### src/rtl/fsm_pkg.sv
// fsm_pkg: shared state encodings and width helper for the serial FSM blocks
package fsm_pkg;

    typedef enum logic [0:0] {
        ST_IDLE  = 1'b0,
        ST_SHIFT = 1'b1
    } state_t;

    function automatic int clog2w(input int n);
        return (n < 2) ? 1 : $clog2(n);
    endfunction

endpackage

### src/rtl/bit_serializer.sv
// bit_serializer: MSB-first parallel-to-serial stage with valid/ready load and zero-bubble reload
// Define BIT_SERIALIZER_LOOP_EN to recirculate the last accepted word instead of going idle
module bit_serializer
    import fsm_pkg::*;
#(
    parameter  int WIDTH = 16,
    localparam int CNT_W = clog2w(WIDTH)
) (
    input  logic             clk,
    input  logic             rst_n,
    input  logic             load_valid,
    output logic             load_ready,
    input  logic [WIDTH-1:0] load_data,
    output logic             bit_out,
    output logic             bit_valid,
    output logic [CNT_W-1:0] bit_idx,
    output logic             busy
);

    state_t           r_state;
    logic [WIDTH-1:0] r_shreg;
    logic [CNT_W-1:0] r_cnt;
    logic             w_last;
    logic             w_accept;
`ifdef BIT_SERIALIZER_LOOP_EN
    logic [WIDTH-1:0] r_wsave;
`endif

    assign w_last     = (r_cnt == '0);
    assign load_ready = (r_state == ST_IDLE) | ((r_state == ST_SHIFT) & w_last);
    assign w_accept   = load_valid & load_ready;
    assign bit_out    = r_shreg[WIDTH-1];
    assign bit_valid  = (r_state == ST_SHIFT);
    assign busy       = (r_state == ST_SHIFT);
    assign bit_idx    = r_cnt;

    always_ff @(posedge clk or negedge rst_n) begin
        if (!rst_n) begin
            r_state <= ST_IDLE;
            r_shreg <= '0;
            r_cnt   <= '0;
`ifdef BIT_SERIALIZER_LOOP_EN
            r_wsave <= '0;
`endif
        end else begin
            case (r_state)
                ST_IDLE: begin
                    if (w_accept) begin
                        r_state <= ST_SHIFT;
                        r_shreg <= load_data;
                        r_cnt   <= CNT_W'(WIDTH - 1);
                    end
                end
                ST_SHIFT: begin
                    if (!w_last) begin
                        r_shreg <= {r_shreg[WIDTH-2:0], 1'b0};
                        r_cnt   <= r_cnt - 1'b1;
                    end else if (w_accept) begin
                        r_shreg <= load_data;
                        r_cnt   <= CNT_W'(WIDTH - 1);
                    end else begin
`ifdef BIT_SERIALIZER_LOOP_EN
                        r_shreg <= r_wsave;
                        r_cnt   <= CNT_W'(WIDTH - 1);
`else
                        r_state <= ST_IDLE;
`endif
                    end
                end
                default: r_state <= ST_IDLE;
            endcase
`ifdef BIT_SERIALIZER_LOOP_EN
            if (w_accept) r_wsave <= load_data;
`endif
        end
    end

endmodule

### config.mk
export PLATFORM = sky130hd
export DESIGN_NAME = bit_serializer
export DESIGN_NICKNAME = d
export VERILOG_FILES = /design/src/rtl/fsm_pkg.sv /design/src/rtl/bit_serializer.sv
export SDC_FILE = /design/constraint.sdc
export NUM_CORES = 1
export LEC_CHECK = 0
export BUFFER_PORTS_ARGS = -buffer_cell sky130_fd_sc_hd__buf_2
export CORE_ASPECT_RATIO = 1.2
export CORE_UTILIZATION = 44
export CTS_BUF_LIST = sky130_fd_sc_hd__clkbuf_4 sky130_fd_sc_hd__clkbuf_8
export DETAILED_ROUTE_END_ITERATION = 6
export GPL_TIMING_DRIVEN = 1
export MAX_ROUTING_LAYER = met4
export PLACE_DENSITY = 0.68
export SLEW_MARGIN = 20
export SYNTH_ARGS = -nofsm -noshare
export SYNTH_HDL_FRONTEND = slang
export SYNTH_SLANG_ARGS = --single-unit
### constraint.sdc
create_clock -name clk -period 3.3 [get_ports clk]
set_input_delay 0 -clock clk [delete_from_list [all_inputs] [get_ports clk]]
set_output_delay 0 -clock clk [all_outputs]
set_load 0.02 [all_outputs]
==> flow_summary_export.csv <==
group,metric,value,unit
yosys,yosysWarningCount,0,
status,status,"finished, final reports clean",
cts,htreeDepth,1,
sta,grt_setup_unrepaired,"no",
sta,setup_slack,1.16,ns
critical_path,end_kind,"output pin",
cts,root_buffer,"clkbuf_4",
drt,totalWireLength,1670,um
global_routing,track_usage,0.162,
critical_path,path_cells,"inv_1, ha_1, nand2b_1, o21ai_2, buf_2",
yosys,syn_nets,95,
critical_path,crit_type,"reg -> out",
layout,fin_nets,122,
critical_path,crit_buf_inv,2,
global_routing,gr-usage-met1,0.192,
drt,drt-initial-drc-count,2,
yosys,synth-seq-area-share,0.511,
cts,tritoncts,"yes",
yosys,synth-seq-cells,21,
layout,area_delta_synth_final,17.2,%
critical_path,cp_num_cells,5,
floorplan,start_util,0.481,
sta,timing.slew.headroom,0.339,
placement,preCtsSetupSlack,1.23,ns
global_routing,top_usage_layer,"met2",
sta,min_period_over_period,0.647,
drt,ant_nets,0,
yosys,synth.distinct_cells,16,
min_path,hold_path_class,"in -> reg",
floorplan,coreArea,0.00214,mm^2
sta,setup_viol,0,
power_and_ir_drop,powerDensity,799,mW/mm^2
critical_path,path_max_fanout,21,
floorplan,dieArea,0.00254,mm^2
global_routing,grt-ovfl-total,0,
sta,fin_crit,2.14,ns
run,drv_cap,0,
placement,port_buffers,26,
floorplan,rows,18,
power_and_ir_drop,irDropWorstVdd,0.000519,V
drt,wire_per_inst,12.8,um
floorplan,die_y,55.0,um
layout,n_fill_cell,193,
drt,drt-vias-per-instance,4.92,
cts,cts.sinks,21,
global_routing,met2_usage,0.258,
global_routing,antenna_found_initial,0,
global_routing,grtUsageMet3,0.0325,
sta,max_freq,0.468,GHz
layout,drive_gt1_frac,0.614,
critical_path,arrival,2.14,ns
critical_path,cp.required,3.30,ns
sta,setup_tns,0,ns
yosys,avgSynthCellArea,13.7,um^2
cts,postCtsSetupBuffers,0,
cts,cts_buffer_depth,2,
critical_path,crit_path_start_kind,"flop",
drt,drc,0,
yosys,syn_inst,75,
drt,route.vias.total,644,
placement,gp_congestion,0.722,
layout,antenna_cells,0,
global_routing,grt_max_degree,23,
layout,fin_cells,131,
cts,cts_buffers,3,
critical_path,slowest_stage,"o21ai_2",
sta,skew,0.00129,ns
sta,finalHoldViolations,0,
critical_path,reg2reg_slack,1.24,ns
placement,dpl.hpwl,1180,um
critical_path,cpPeakStageDelay,0.77,ns
sta,slew_violations,0,
power_and_ir_drop,p_total,0.963,mW
sta,worst_pin_slew,0.991,ns
yosys,synth_area,0.00103,mm^2
floorplan,dieWidth,46.1,um
drt,dr.pass1.iters,2,
critical_path,path_delay_family,"compound AO/OA/AOI/OAI gates",
critical_path,worst-r2r-cell-count,5,
global_routing,first_global_vias,578,
power_and_ir_drop,leakagePower,0.583,nW
global_routing,grt_pass1_wl,2680,um
cts,clkTransAtPathRegs,0.11,ns
min_path,holdPathStages,3,
floorplan,io_pins,27,
cts,insertion_delay,0.29,ns
placement,placed_cells,126,
-- routing by layer --
metal / up-vias / wire (um)
met5: - / 0
met4: 0 / 19
met3: 2 / 70
li1: 320 / -
met2: 16 / 802
met1: 306 / 779
-- worst paths after layout --
path | start | endpoint
worst max-delay path | bit_idx[0] | load_ready
worst min-delay path | load_data[0] | r_shreg[0]
worst max register to register | bit_idx[0] | r_shreg[5]
worst min register to register | r_shreg[2] | r_shreg[3]
max in group asynchronous | rst_n | bit_idx[0]
min in group asynchronous | rst_n | r_shreg[4]
-- cell type report --
cell class / count / area, um^2 / share of cell area
clock buffer: 3 / 22.5 / 0.0187
clock inverter: 1 / 5.00 / 0.00415
inverter: 2 / 7.51 / 0.00623
multi-input combinational: 47 / 467 / 0.387
sequential: 21 / 526 / 0.436
tap: 30 / 37.5 / 0.0312
timing repair buffer: 27 / 140 / 0.116
-- state kept, by name, summed over array words and instances, names as in the netlist --
name,count
r_shreg,16
bit_idx,4
bit_valid,1
-- cells in the mapped netlist (all sizes together) --
| cell type | instances | share of area |
|---|---|---|
| and2 | 1 | 0.0061 |
| ha | 1 | 0.012 |
| mux2i | 2 | 0.019 |
| nor3 | 2 | 0.0097 |
| inv | 2 | 0.0073 |
| o21ai | 1 | 0.0049 |
| a31oi | 1 | 0.0061 |
| dfrtp | 21 | 0.51 |
| mux2 | 31 | 0.34 |
| nand2b | 3 | 0.018 |
| a221o | 1 | 0.0097 |
| buf | 5 | 0.032 |
| or4b | 1 | 0.0097 |
| o21bai | 1 | 0.0073 |
| nor2 | 2 | 0.0073 |
-- kinds of logic after synthesis --
kind of cell	count (synthesis)	synth area share
simple gates	9	0.0511
mux	33	0.359
compound gates	4	0.0280
fa+ha+maj	1	0.0122
flops	21	0.511
buf+inv	7	0.0389
-- through the flow --
stage                     area [um^2]  utilization  hold slack, ns
after floorplan                  1030            -          -0.296
after global placement           1170        0.546         -0.0209
after detailed placement         1170        0.546         -0.0180
after CTS                        1200        0.563          0.0365
after global routing             1200        0.563          0.0327
final                            1200        0.563          0.0518
-- power by group --
group	switching, mW	internal, mW	total [mW]
Sequential	0.0724	0.363	0.436
Clock	0.0711	0.0450	0.116
Combinational	0.188	0.223	0.411
Total	0.332	0.631	0.963
-- repair_timing --
action                    in CTS  in global routing
hold buffers                   1                  0
hold endpoints to repair      21                  0
resized for setup              0                  0
-- tightest hold or removal path, delay by kind of cell --
kind,cells,cell delay (ns)
simple gates,1,0.11
buf+inv,1,0.08
mux,1,0.12
-- layout by cell type, fill, tap and decap left out --
cell | netlist | layout
a221o_1 | 1 | 1
a31oi_1 | 1 | 1
and2_1 | 1 | 1
buf_2 | 2 | 26
clkbuf_4 | 0 | 3
clkinv_2 | 0 | 1
dfrtp_1 | 21 | 21
dlygate4sd3_1 | 0 | 1
ha_1 | 1 | 1
inv_1 | 2 | 2
mux2_2 | 31 | 31
mux2i_1 | 2 | 2
nand2b_1 | 3 | 3
nor2_1 | 2 | 2
nor3_1 | 2 | 2
o21ai_2 | 0 | 1
o21bai_1 | 1 | 1
or4b_1 | 1 | 1
Power figures use the tool's default switching activity.
